$ cat src/rtl/tcp_conn_ctrl_if.sv
// Metadata-in / transmit-request bundle between the TCP header parser, tcp_conn_ctrl and the tx-header builder.
// master = parser/builder side, slave = tcp_conn_ctrl.
interface tcp_conn_ctrl_if;
    logic        meta_valid;
    logic        meta_ready;
    logic [15:0] meta_src_port;
    logic [15:0] meta_dst_port;
    logic [31:0] meta_seq_num;
    logic [31:0] meta_ack_num;
    logic [7:0]  meta_flags;
    logic [15:0] meta_window_size;
    logic [15:0] meta_payload_len;
    logic        pl_accept;
    logic        pl_drop;
    logic        tx_valid;
    logic        tx_ready;
    logic [7:0]  tx_flags;
    logic [31:0] tx_seq_num;
    logic [31:0] tx_ack_num;
    logic [15:0] tx_src_port;
    logic [15:0] tx_dst_port;
    logic [15:0] tx_window;

    modport master (
        output meta_valid, meta_src_port, meta_dst_port, meta_seq_num, meta_ack_num,
               meta_flags, meta_window_size, meta_payload_len, tx_ready,
        input  meta_ready, pl_accept, pl_drop, tx_valid, tx_flags, tx_seq_num,
               tx_ack_num, tx_src_port, tx_dst_port, tx_window
    );

    modport slave (
        input  meta_valid, meta_src_port, meta_dst_port, meta_seq_num, meta_ack_num,
               meta_flags, meta_window_size, meta_payload_len, tx_ready,
        output meta_ready, pl_accept, pl_drop, tx_valid, tx_flags, tx_seq_num,
               tx_ack_num, tx_src_port, tx_dst_port, tx_window
    );
endinterface

$ cat src/rtl/tcp_conn_ctrl.sv
// Single-connection passive-open TCP controller: per-segment accept/drop verdict and SYN-ACK/ACK/FIN-ACK scheduling.
// Optional saturating statistics counters are built when TCP_CTRL_STATS_EN is defined.
module tcp_conn_ctrl #(
    parameter logic [15:0] RX_WINDOW = 16'd1024
) (
    input  logic           clk,
    input  logic           rst_n,
    input  logic [15:0]    cfg_local_port,
    input  logic [31:0]    cfg_isn,
    tcp_conn_ctrl_if.slave bus,
    output logic [1:0]     conn_state,
    output logic [15:0]    peer_window,
    output logic [15:0]    stat_rx_segs,
    output logic [15:0]    stat_drops
);
    typedef enum logic [1:0] {
        ST_LISTEN      = 2'd0,
        ST_SYN_RCVD    = 2'd1,
        ST_ESTABLISHED = 2'd2,
        ST_LAST_ACK    = 2'd3
    } conn_state_e;

    typedef enum logic [1:0] {PH_IDLE, PH_EVAL, PH_TX} phase_e;

    localparam logic [7:0] FL_SYNACK = 8'h12;
    localparam logic [7:0] FL_ACK    = 8'h10;
    localparam logic [7:0] FL_FINACK = 8'h11;

    phase_e      r_phase;
    conn_state_e r_conn_state;
    logic [31:0] r_rcv_nxt, r_snd_nxt;
    logic [15:0] r_peer_port, r_peer_window;
    logic [15:0] r_m_src, r_m_dst, r_m_len;
    logic [31:0] r_m_seq, r_m_ack;
    logic [7:0]  r_m_flags;
    logic        r_meta_ready, r_pl_accept, r_pl_drop, r_tx_valid;
    logic [7:0]  r_tx_flags;
    logic [31:0] r_tx_seq, r_tx_ack;
    logic [15:0] r_tx_src, r_tx_dst, r_tx_window;

    logic        w_meta_hs, w_fin, w_syn, w_rst, w_ack, w_port_ok, w_len_nz, w_unused_flags;
    logic [31:0] w_rcv_data;

    assign w_meta_hs      = r_meta_ready && bus.meta_valid;
    assign w_fin          = r_m_flags[0];
    assign w_syn          = r_m_flags[1];
    assign w_rst          = r_m_flags[2];
    assign w_ack          = r_m_flags[4];
    assign w_unused_flags = ^{r_m_flags[7:5], r_m_flags[3]};
    assign w_len_nz       = (r_m_len != 16'd0);
    assign w_rcv_data     = r_rcv_nxt + {16'd0, r_m_len};
    assign w_port_ok      = (r_m_dst == cfg_local_port) &&
                            ((r_conn_state == ST_LISTEN) || (r_m_src == r_peer_port));

    logic        w_accept, w_tx_req, w_est;
    logic [7:0]  w_tx_flags;
    logic [31:0] w_tx_seq, w_tx_ack, w_rcv_nxt_n, w_snd_nxt_n;
    logic [15:0] w_peer_n;
    conn_state_e w_state_n;

    // NOTE: every signal gets a default first, so no path through the block can infer a latch.
    always_comb begin
        w_accept    = 1'b0;
        w_tx_req    = 1'b0;
        w_est       = 1'b0;
        w_tx_flags  = 8'h00;
        w_tx_seq    = 32'd0;
        w_tx_ack    = 32'd0;
        w_rcv_nxt_n = r_rcv_nxt;
        w_snd_nxt_n = r_snd_nxt;
        w_peer_n    = r_peer_port;
        w_state_n   = r_conn_state;
        if (w_port_ok) begin
            if (w_rst) begin
                w_state_n = ST_LISTEN;
            end else begin
                case (r_conn_state)
                    ST_LISTEN: if (w_syn && !w_ack) begin
                        w_peer_n    = r_m_src;
                        w_rcv_nxt_n = r_m_seq + 32'd1;
                        w_snd_nxt_n = cfg_isn + 32'd1;
                        w_state_n   = ST_SYN_RCVD;
                        w_tx_req    = 1'b1;
                        w_tx_flags  = FL_SYNACK;
                        w_tx_seq    = cfg_isn;
                        w_tx_ack    = r_m_seq + 32'd1;
                    end
                    ST_SYN_RCVD: begin
                        if (w_ack && (r_m_ack == r_snd_nxt)) begin
                            w_est = 1'b1;
                        end else if (w_syn && !w_ack && (r_m_seq + 32'd1 == r_rcv_nxt)) begin
                            w_tx_req   = 1'b1;
                            w_tx_flags = FL_SYNACK;
                            w_tx_seq   = r_snd_nxt - 32'd1;
                            w_tx_ack   = r_rcv_nxt;
                        end
                    end
                    ST_ESTABLISHED: w_est = 1'b1;
                    ST_LAST_ACK: if (w_ack && (r_m_ack == r_snd_nxt)) w_state_n = ST_LISTEN;
                endcase
                // The handshake-completing ACK may itself carry data or FIN.
                if (w_est) begin
                    w_state_n = ST_ESTABLISHED;
                    w_tx_seq  = r_snd_nxt;
                    if (r_m_seq == r_rcv_nxt) begin
                        w_accept    = w_len_nz;
                        w_rcv_nxt_n = w_rcv_data;
                        if (w_fin) begin
                            w_rcv_nxt_n = w_rcv_data + 32'd1;
                            w_snd_nxt_n = r_snd_nxt + 32'd1;
                            w_state_n   = ST_LAST_ACK;
                            w_tx_req    = 1'b1;
                            w_tx_flags  = FL_FINACK;
                            w_tx_ack    = w_rcv_data + 32'd1;
                        end else if (w_len_nz) begin
                            w_tx_req   = 1'b1;
                            w_tx_flags = FL_ACK;
                            w_tx_ack   = w_rcv_data;
                        end
                    end else begin
                        w_tx_req   = 1'b1;
                        w_tx_flags = FL_ACK;
                        w_tx_ack   = r_rcv_nxt;
                    end
                end
            end
        end
    end

    // NOTE: clocked state uses non-blocking assignments only, so every flop samples pre-edge values.
    always_ff @(posedge clk or negedge rst_n) begin
        if (!rst_n) begin
            r_phase       <= PH_IDLE;
            r_conn_state  <= ST_LISTEN;
            r_rcv_nxt     <= 32'd0;
            r_snd_nxt     <= 32'd0;
            r_peer_port   <= 16'd0;
            r_peer_window <= 16'd0;
            r_m_src       <= 16'd0;
            r_m_dst       <= 16'd0;
            r_m_len       <= 16'd0;
            r_m_seq       <= 32'd0;
            r_m_ack       <= 32'd0;
            r_m_flags     <= 8'h00;
            r_meta_ready  <= 1'b1;
            r_pl_accept   <= 1'b0;
            r_pl_drop     <= 1'b0;
            r_tx_valid    <= 1'b0;
            r_tx_flags    <= 8'h00;
            r_tx_seq      <= 32'd0;
            r_tx_ack      <= 32'd0;
            r_tx_src      <= 16'd0;
            r_tx_dst      <= 16'd0;
            r_tx_window   <= 16'd0;
        end else begin
            r_pl_accept <= 1'b0;
            r_pl_drop   <= 1'b0;
            case (r_phase)
                PH_IDLE: if (w_meta_hs) begin
                    r_m_src       <= bus.meta_src_port;
                    r_m_dst       <= bus.meta_dst_port;
                    r_m_seq       <= bus.meta_seq_num;
                    r_m_ack       <= bus.meta_ack_num;
                    r_m_flags     <= bus.meta_flags;
                    r_m_len       <= bus.meta_payload_len;
                    r_peer_window <= bus.meta_window_size;
                    r_meta_ready  <= 1'b0;
                    r_phase       <= PH_EVAL;
                end
                PH_EVAL: begin
                    r_pl_accept  <= w_accept;
                    r_pl_drop    <= !w_accept;
                    r_conn_state <= w_state_n;
                    r_rcv_nxt    <= w_rcv_nxt_n;
                    r_snd_nxt    <= w_snd_nxt_n;
                    r_peer_port  <= w_peer_n;
                    if (w_tx_req) begin
                        r_tx_valid  <= 1'b1;
                        r_tx_flags  <= w_tx_flags;
                        r_tx_seq    <= w_tx_seq;
                        r_tx_ack    <= w_tx_ack;
                        r_tx_src    <= cfg_local_port;
                        r_tx_dst    <= w_peer_n;
                        r_tx_window <= RX_WINDOW;
                        r_phase     <= PH_TX;
                    end else begin
                        r_meta_ready <= 1'b1;
                        r_phase      <= PH_IDLE;
                    end
                end
                PH_TX: if (bus.tx_ready) begin
                    r_tx_valid   <= 1'b0;
                    r_meta_ready <= 1'b1;
                    r_phase      <= PH_IDLE;
                end
                default: r_phase <= PH_IDLE;
            endcase
        end
    end

    assign bus.meta_ready  = r_meta_ready;
    assign bus.pl_accept   = r_pl_accept;
    assign bus.pl_drop     = r_pl_drop;
    assign bus.tx_valid    = r_tx_valid;
    assign bus.tx_flags    = r_tx_flags;
    assign bus.tx_seq_num  = r_tx_seq;
    assign bus.tx_ack_num  = r_tx_ack;
    assign bus.tx_src_port = r_tx_src;
    assign bus.tx_dst_port = r_tx_dst;
    assign bus.tx_window   = r_tx_window;
    assign conn_state      = r_conn_state;
    assign peer_window     = r_peer_window;

`ifdef TCP_CTRL_STATS_EN
    logic [15:0] r_stat_rx, r_stat_drops;

    always_ff @(posedge clk or negedge rst_n) begin
        if (!rst_n) begin
            r_stat_rx    <= 16'd0;
            r_stat_drops <= 16'd0;
        end else begin
            if (w_meta_hs && (r_stat_rx != 16'hFFFF)) r_stat_rx <= r_stat_rx + 16'd1;
            if ((r_phase == PH_EVAL) && !w_accept && (r_stat_drops != 16'hFFFF))
                r_stat_drops <= r_stat_drops + 16'd1;
        end
    end

    assign stat_rx_segs = r_stat_rx;
    assign stat_drops   = r_stat_drops;
`else
    assign stat_rx_segs = 16'd0;
    assign stat_drops   = 16'd0;
`endif
endmodule
$ cat src/flat_wrapper.sv
// flat-port wrapper written by rule: the top's interface ports become plain ports
module tcp_conn_ctrl_flat 
#(
    parameter logic [15:0] RX_WINDOW = 16'd1024
)
  (clk, rst_n, cfg_local_port, cfg_isn, conn_state, peer_window, stat_rx_segs, stat_drops, bus_meta_valid, bus_meta_src_port, bus_meta_dst_port, bus_meta_seq_num, bus_meta_ack_num, bus_meta_flags, bus_meta_window_size, bus_meta_payload_len, bus_tx_ready, bus_meta_ready, bus_pl_accept, bus_pl_drop, bus_tx_valid, bus_tx_flags, bus_tx_seq_num, bus_tx_ack_num, bus_tx_src_port, bus_tx_dst_port, bus_tx_window);
  tcp_conn_ctrl_if bus_i ();
  input  logic clk;
  input  logic rst_n;
  input  logic [15:0] cfg_local_port;
  input  logic [31:0] cfg_isn;
  output logic [1:0] conn_state;
  output logic [15:0] peer_window;
  output logic [15:0] stat_rx_segs;
  output logic [15:0] stat_drops;
  input wire logic [$bits(bus_i.meta_valid)-1:0] bus_meta_valid;
  input wire logic [$bits(bus_i.meta_src_port)-1:0] bus_meta_src_port;
  input wire logic [$bits(bus_i.meta_dst_port)-1:0] bus_meta_dst_port;
  input wire logic [$bits(bus_i.meta_seq_num)-1:0] bus_meta_seq_num;
  input wire logic [$bits(bus_i.meta_ack_num)-1:0] bus_meta_ack_num;
  input wire logic [$bits(bus_i.meta_flags)-1:0] bus_meta_flags;
  input wire logic [$bits(bus_i.meta_window_size)-1:0] bus_meta_window_size;
  input wire logic [$bits(bus_i.meta_payload_len)-1:0] bus_meta_payload_len;
  input wire logic [$bits(bus_i.tx_ready)-1:0] bus_tx_ready;
  output wire logic [$bits(bus_i.meta_ready)-1:0] bus_meta_ready;
  output wire logic [$bits(bus_i.pl_accept)-1:0] bus_pl_accept;
  output wire logic [$bits(bus_i.pl_drop)-1:0] bus_pl_drop;
  output wire logic [$bits(bus_i.tx_valid)-1:0] bus_tx_valid;
  output wire logic [$bits(bus_i.tx_flags)-1:0] bus_tx_flags;
  output wire logic [$bits(bus_i.tx_seq_num)-1:0] bus_tx_seq_num;
  output wire logic [$bits(bus_i.tx_ack_num)-1:0] bus_tx_ack_num;
  output wire logic [$bits(bus_i.tx_src_port)-1:0] bus_tx_src_port;
  output wire logic [$bits(bus_i.tx_dst_port)-1:0] bus_tx_dst_port;
  output wire logic [$bits(bus_i.tx_window)-1:0] bus_tx_window;
  assign bus_i.meta_valid = bus_meta_valid;
  assign bus_i.meta_src_port = bus_meta_src_port;
  assign bus_i.meta_dst_port = bus_meta_dst_port;
  assign bus_i.meta_seq_num = bus_meta_seq_num;
  assign bus_i.meta_ack_num = bus_meta_ack_num;
  assign bus_i.meta_flags = bus_meta_flags;
  assign bus_i.meta_window_size = bus_meta_window_size;
  assign bus_i.meta_payload_len = bus_meta_payload_len;
  assign bus_i.tx_ready = bus_tx_ready;
  assign bus_meta_ready = bus_i.meta_ready;
  assign bus_pl_accept = bus_i.pl_accept;
  assign bus_pl_drop = bus_i.pl_drop;
  assign bus_tx_valid = bus_i.tx_valid;
  assign bus_tx_flags = bus_i.tx_flags;
  assign bus_tx_seq_num = bus_i.tx_seq_num;
  assign bus_tx_ack_num = bus_i.tx_ack_num;
  assign bus_tx_src_port = bus_i.tx_src_port;
  assign bus_tx_dst_port = bus_i.tx_dst_port;
  assign bus_tx_window = bus_i.tx_window;
  tcp_conn_ctrl #(.RX_WINDOW(RX_WINDOW)) u_core (.clk(clk), .rst_n(rst_n), .cfg_local_port(cfg_local_port), .cfg_isn(cfg_isn), .bus(bus_i), .conn_state(conn_state), .peer_window(peer_window), .stat_rx_segs(stat_rx_segs), .stat_drops(stat_drops));
endmodule
$ cat config.mk
export PLATFORM = sky130hd
export DESIGN_NAME = tcp_conn_ctrl_flat
export DESIGN_NICKNAME = d
export VERILOG_FILES = /design/src/rtl/tcp_conn_ctrl_if.sv /design/src/rtl/tcp_conn_ctrl.sv /design/src/flat_wrapper.sv
export SDC_FILE = /design/constraint.sdc
export NUM_CORES = 1
export LEC_CHECK = 0
export ABC_AREA = 1
export CORE_ASPECT_RATIO = 1.4
export CORE_MARGIN = 2
export CORE_UTILIZATION = 50
export CTS_CLUSTER_DIAMETER = 100
export CTS_CLUSTER_SIZE = 14
export DETAILED_ROUTE_END_ITERATION = 10
export GPL_TIMING_DRIVEN = 0
export MAX_ROUTING_LAYER = met4
export PLACE_DENSITY = 0.76
export SLEW_MARGIN = 20
export SYNTH_ARGS = -nofsm -noshare
export SYNTH_HDL_FRONTEND = slang
export SYNTH_SLANG_ARGS = --single-unit
$ cat constraint.sdc
create_clock -name clk -period 3 [get_ports clk]
set_input_delay 0.6 -clock clk [delete_from_list [all_inputs] [get_ports clk]]
set_output_delay 0.6 -clock clk [all_outputs]
set_load 0.1 [all_outputs]
==> flow_metrics.env <==
export IMPL_p_int_mw=11.9
export IMPL_max_stage_delay_ns=0.47
export IMPL_die_w_microns=188
export IMPL_syn_area_per_cell_sq_um=6.70
export IMPL_r2r_end="u_core.bus.tx_ack_num[14]"
export IMPL_measured_slew_at_the_worst_slew_check_pin_ns=1.20
export IMPL_worst_setup_path_end_kind="register"
export IMPL_power_frac_clock=0.137
export IMPL_combinationalPowerShare=0.607
export IMPL_drt_first_pass_iters=7
export IMPL_p_sw_frac=0.514
export IMPL_tritoncts="done"
export IMPL_postLayoutSetupSlackWorst_ns=-0.267
export IMPL_syn_inst=3545
export IMPL_clock_fmax_ghz=0.306
export IMPL_grt_antenna_before_repair=2
export IMPL_hold_path_depth=1
export IMPL_synthesis_yosys_warnings=0
export IMPL_failed_checks="setup timing"
export IMPL_p_switching_mw=12.6
export IMPL_portion_of_synthesized_cell_area_occupied_by_the_leading_cell_type=0.336
export IMPL_layout_filler_cells=3932
export IMPL_buffer_ports_inserted=305
export IMPL_fraction_of_final_layout_cells_with_drive_strength_greater_than_1=0.220
export IMPL_drt_wirelength_per_cell_microns=24.2
export IMPL_mappedNetlistArea_sq_um=23800
export IMPL_maxSlewViolCount=0
export IMPL_synth_ff_latch_count=320
export IMPL_wire_length_of_the_first_global_routing_pass_microns=158000
export IMPL_detailedRoute_firstIterationViolations=2718
export IMPL_fin_util=0.695
export IMPL_synth_edf_count=0
export IMPL_crit_path_frequent_cell="sky130_fd_sc_hd__nand2_1"
export IMPL_layout_nets=4269
export IMPL_route_final_wire_length_microns=113000
export IMPL_vias_per_cell=5.91
export IMPL_setup_viol_count_final=120
export IMPL_post_layout_nonfiller_instances=4690
export IMPL_maxCapViolations=0
export IMPL_cts_buffers=26
export IMPL_timing_hold_ws_ns=0.476
export IMPL_tritoncts_num_sinks=320
export IMPL_register_area_sq_um=8060
export IMPL_dp_slack_ns=-1.81
export IMPL_core_area_sq_um=46900
export IMPL_syn_to_final_growth_pct=37.3
export IMPL_critical_path_arrival_ns=3.74
export IMPL_min_period_ns=3.27
export IMPL_critPathSlowestCell="sky130_fd_sc_hd__dfrtp_2"
export IMPL_grt_overflow_total=0
export IMPL_dp_final_hpwl_microns=81100
export IMPL_multi_input_area_sq_um=15900
export IMPL_worst_hold_path_type="reg -> reg"
export IMPL_grt_max_degree=95
export IMPL_worstHoldEndpoint="u_core.bus.tx_flags[4]"
export IMPL_layout_commonest_cell="sky130_fd_sc_hd__nand2_1"
export IMPL_post_synth_top_area_cell="sky130_fd_sc_hd__dfrtp_1"
export IMPL_ys_flop_type="sky130_fd_sc_hd__dfrtp_1"
export IMPL_finalHoldViolCount=0
export IMPL_cp_required_ns=3.47
export IMPL_min_delay_start="u_core.bus.tx_flags[4]"
export IMPL_r2r_worst_path_cells=18
export IMPL_worstSetupPathType="reg -> reg"
export IMPL_peakVddDrop_uv=922
export IMPL_cts_htree_levels=1
export IMPL_die_y_microns=262
export IMPL_first_global_vias=26300
export IMPL_std_cell_rows=94
export IMPL_synth_cell_type_count=62
export IMPL_globalplace_congestion=1.07
export IMPL_element_type_at_the_critical_path_start="register"
export IMPL_clock_path_buffers=3
export IMPL_initial_utilization=0.506
export IMPL_worst_slew_margin_rel=0.198
export IMPL_fin_crit_sh=1.09
export IMPL_share_seq_of_total_power=0.255
export IMPL_run_status="finished, violations left"
export IMPL_synthArstFlopShare=1.00
export IMPL_insertion_delay_ns=0.61
export IMPL_via_count=27700
export IMPL_leading_post_synthesis_cells_by_cell_area="sky130_fd_sc_hd__dfrtp_1 34%, sky130_fd_sc_hd__nand2_1 18%, sky130_fd_sc_hd__nor2_1 5.5%"
export IMPL_placed_cells_incl_taps=4528
export IMPL_worstPathCellList="ha_4 -> nand2_1 -> nor2_4 -> nand2_2 -> nand3_4 -> nand2_1 -> nand2_4 -> inv_1 -> nor2_4 -> nand2_4 -> nor3_4 -> nand2_1 -> a21oi_2 -> nor2_1 -> nand2_1 -> nand2_1 -> nand2_2 -> nand2_1"
export IMPL_design_die_area_sq_um=49300
export IMPL_power_leakage_nw=15.8
export IMPL_worst_path_max_fanout=6
export IMPL_drtAntennaViolNets=0
export IMPL_p_per_area_nw_per_um2=753
export IMPL_fin_worst_skew_ns=0.0340
export IMPL_grtUsageTotal=0.442
export IMPL_remaining_drc_errors=0
export IMPL_origin_of_the_critical_flop_to_flop_path="u_core.r_rcv_nxt[3]"
export IMPL_grt_setup_unrepaired="yes"
export IMPL_setup_reg_to_reg_worst_slack_ns=-0.27
export IMPL_clk_pin_slew_worst_paths_ns=0.07
export IMPL_synth_yosys_seq_area_share=0.337
export IMPL_pin_count=362
export IMPL_leading_cell_types_in_the_layout_fill_and_taps_excluded="954 x sky130_fd_sc_hd__nand2_1, 314 x sky130_fd_sc_hd__inv_1, 304 x sky130_fd_sc_hd__clkdlybuf4s50_1"
export IMPL_clock_tree_root_cell="sky130_fd_sc_hd__clkbuf_16"
sequential cells by signal (all words and copies together) (netlist names):
signal,flops
u_core.bus.meta_ready,1
u_core.r_phase,2
u_core.r_m_len,16
u_core.r_snd_nxt,32
u_core.r_rcv_nxt,32
u_core.bus.pl_drop,1
u_core.r_m_ack,32
u_core.r_m_dst,16
u_core.bus.tx_flags,3
u_core.conn_state,2
u_core.bus.pl_accept,1
u_core.r_peer_port,16
u_core.peer_window,16
u_core.r_m_seq,32
u_core.bus.tx_window,1
u_core.bus.tx_valid,1
u_core.r_m_flags,4
u_core.bus.tx_seq_num,32
u_core.bus.tx_src_port,16
u_core.bus.tx_ack_num,32
u_core.bus.tx_dst_port,16
u_core.r_m_src,16
critical path: cells and delay by family, from the launching register on:
| family | cells | cell delay (ns) |
|---|---|---|
| simple gates | 15 | 2.04 |
| flops | 1 | 0.47 |
| fa+ha+maj | 1 | 0.34 |
| compound gates | 1 | 0.19 |
| buf+inv | 1 | 0.09 |
synthesized netlist by cell type, types with 4 or more instances:
library cell	instances
sky130_fd_sc_hd__xnor2_1	24
sky130_fd_sc_hd__inv_1	338
sky130_fd_sc_hd__o21ai_0	222
sky130_fd_sc_hd__nor4_1	19
sky130_fd_sc_hd__clkbuf_1	119
sky130_fd_sc_hd__nor2_1	350
sky130_fd_sc_hd__nand3_2	5
sky130_fd_sc_hd__o2111ai_1	4
sky130_fd_sc_hd__a21oi_2	9
sky130_fd_sc_hd__ha_1	28
sky130_fd_sc_hd__o21bai_1	5
sky130_fd_sc_hd__o21ai_1	25
sky130_fd_sc_hd__nand2_1	1117
sky130_fd_sc_hd__buf_1	10
sky130_fd_sc_hd__nand4_1	67
sky130_fd_sc_hd__nor2_2	4
sky130_fd_sc_hd__mux2_2	78
sky130_fd_sc_hd__dfrtp_1	319
sky130_fd_sc_hd__o211ai_1	32
sky130_fd_sc_hd__xor2_1	121
sky130_fd_sc_hd__a31oi_1	22
sky130_fd_sc_hd__or2_2	11
sky130_fd_sc_hd__o31ai_1	4
sky130_fd_sc_hd__nand2_2	4
sky130_fd_sc_hd__nand3_1	174
sky130_fd_sc_hd__buf_4	58
sky130_fd_sc_hd__a21oi_1	201
sky130_fd_sc_hd__o21ai_2	5
sky130_fd_sc_hd__buf_2	25
sky130_fd_sc_hd__nor2_4	7
sky130_fd_sc_hd__nor3_1	52
sky130_fd_sc_hd__o22ai_1	27
sky130_fd_sc_hd__buf_6	5
how the worst max path moves through the flow:
stage	startpoint	to	slack, ns	cells past startpoint
global route	u_core.r_m_len[1]	u_core.r_rcv_nxt[18]	-0.48	16
finish	u_core.r_rcv_nxt[3]	u_core.bus.tx_ack_num[14]	-0.27	18
CTS	u_core.r_m_seq[1]	u_core.bus.tx_seq_num[29]	-0.09	19
floorplan	u_core.r_rcv_nxt[0]	u_core.bus.tx_ack_num[15]	0.11	14
detailed placement	cfg_local_port[2]	u_core.r_snd_nxt[28]	-1.81	13
global placement	rst_n	u_core.bus.tx_dst_port[8]	-13.21	1
what timing repair did:
item	4_1_cts	5_1_grt
endpoints found under the setup margin	237	214
hold buffers	1	0
endpoints found under the hold margin	6	0
resized for setup	433	403
gates cloned	0	5
pin swaps	70	132
buffers inserted	70	66
per-stage QoR:
| step | instance area, sq um | setup TNS (ns) | power, mW |
|---|---|---|---|
| 3_5_place_dp | 27900 | -250.02 | 16.4 |
| 4_1_cts | 30700 | -0.425 | 21.8 |
| 2_1_floorplan | 23900 | 0 | 13.2 |
| 6_report | 32600 | -13.81 | 24.6 |
| 5_1_grt | 32600 | -17.35 | 25.7 |
| 3_3_place_gp | 27800 | -4444.32 | 16.3 |
metal layers:
metal  track usage  vias to the layer above  part of all wire
met3        0.0987                      714              0.10
met2         0.728                     1815              0.46
met5             -                        -                 0
met1         0.435                    12800              0.32
met4         0.410                        0              0.12
li1              -                    12400                 -
cell families (layout without fill, tap and decap cells):
group	after synthesis	after routing	synth area share
compound gates	580	580	0.136
xor+xnor	145	145	0.0535
fa+ha+maj	29	29	0.0156
buf+inv	563	1031	0.101
flops	320	320	0.337
mux	79	79	0.0374
other cells	1	54	0.000158
simple gates	1828	1828	0.319
cell type report:
class,instances,share of cell area
diodes,2,0.000153
plain buffers,198,0.0405
clock buffers,39,0.0218
clock inverters,1,0.000499
inverters,344,0.0404
multi-input cells,2713,0.487
flip-flops and latches,320,0.247
well taps,624,0.0239
repair buffers,449,0.138
power by group through the flow:
stage	combinational [mW]	sequential, mW	clock, mW
after CTS	12.3	6.22	3.36
after detailed placement	10.2	6.24	0
final	14.9	6.28	3.37
after global placement	10.1	6.22	0
after floorplan	6.38	6.83	0
after global routing	15.8	6.37	3.50
Note: power is estimated with default switching activity, not from simulation.
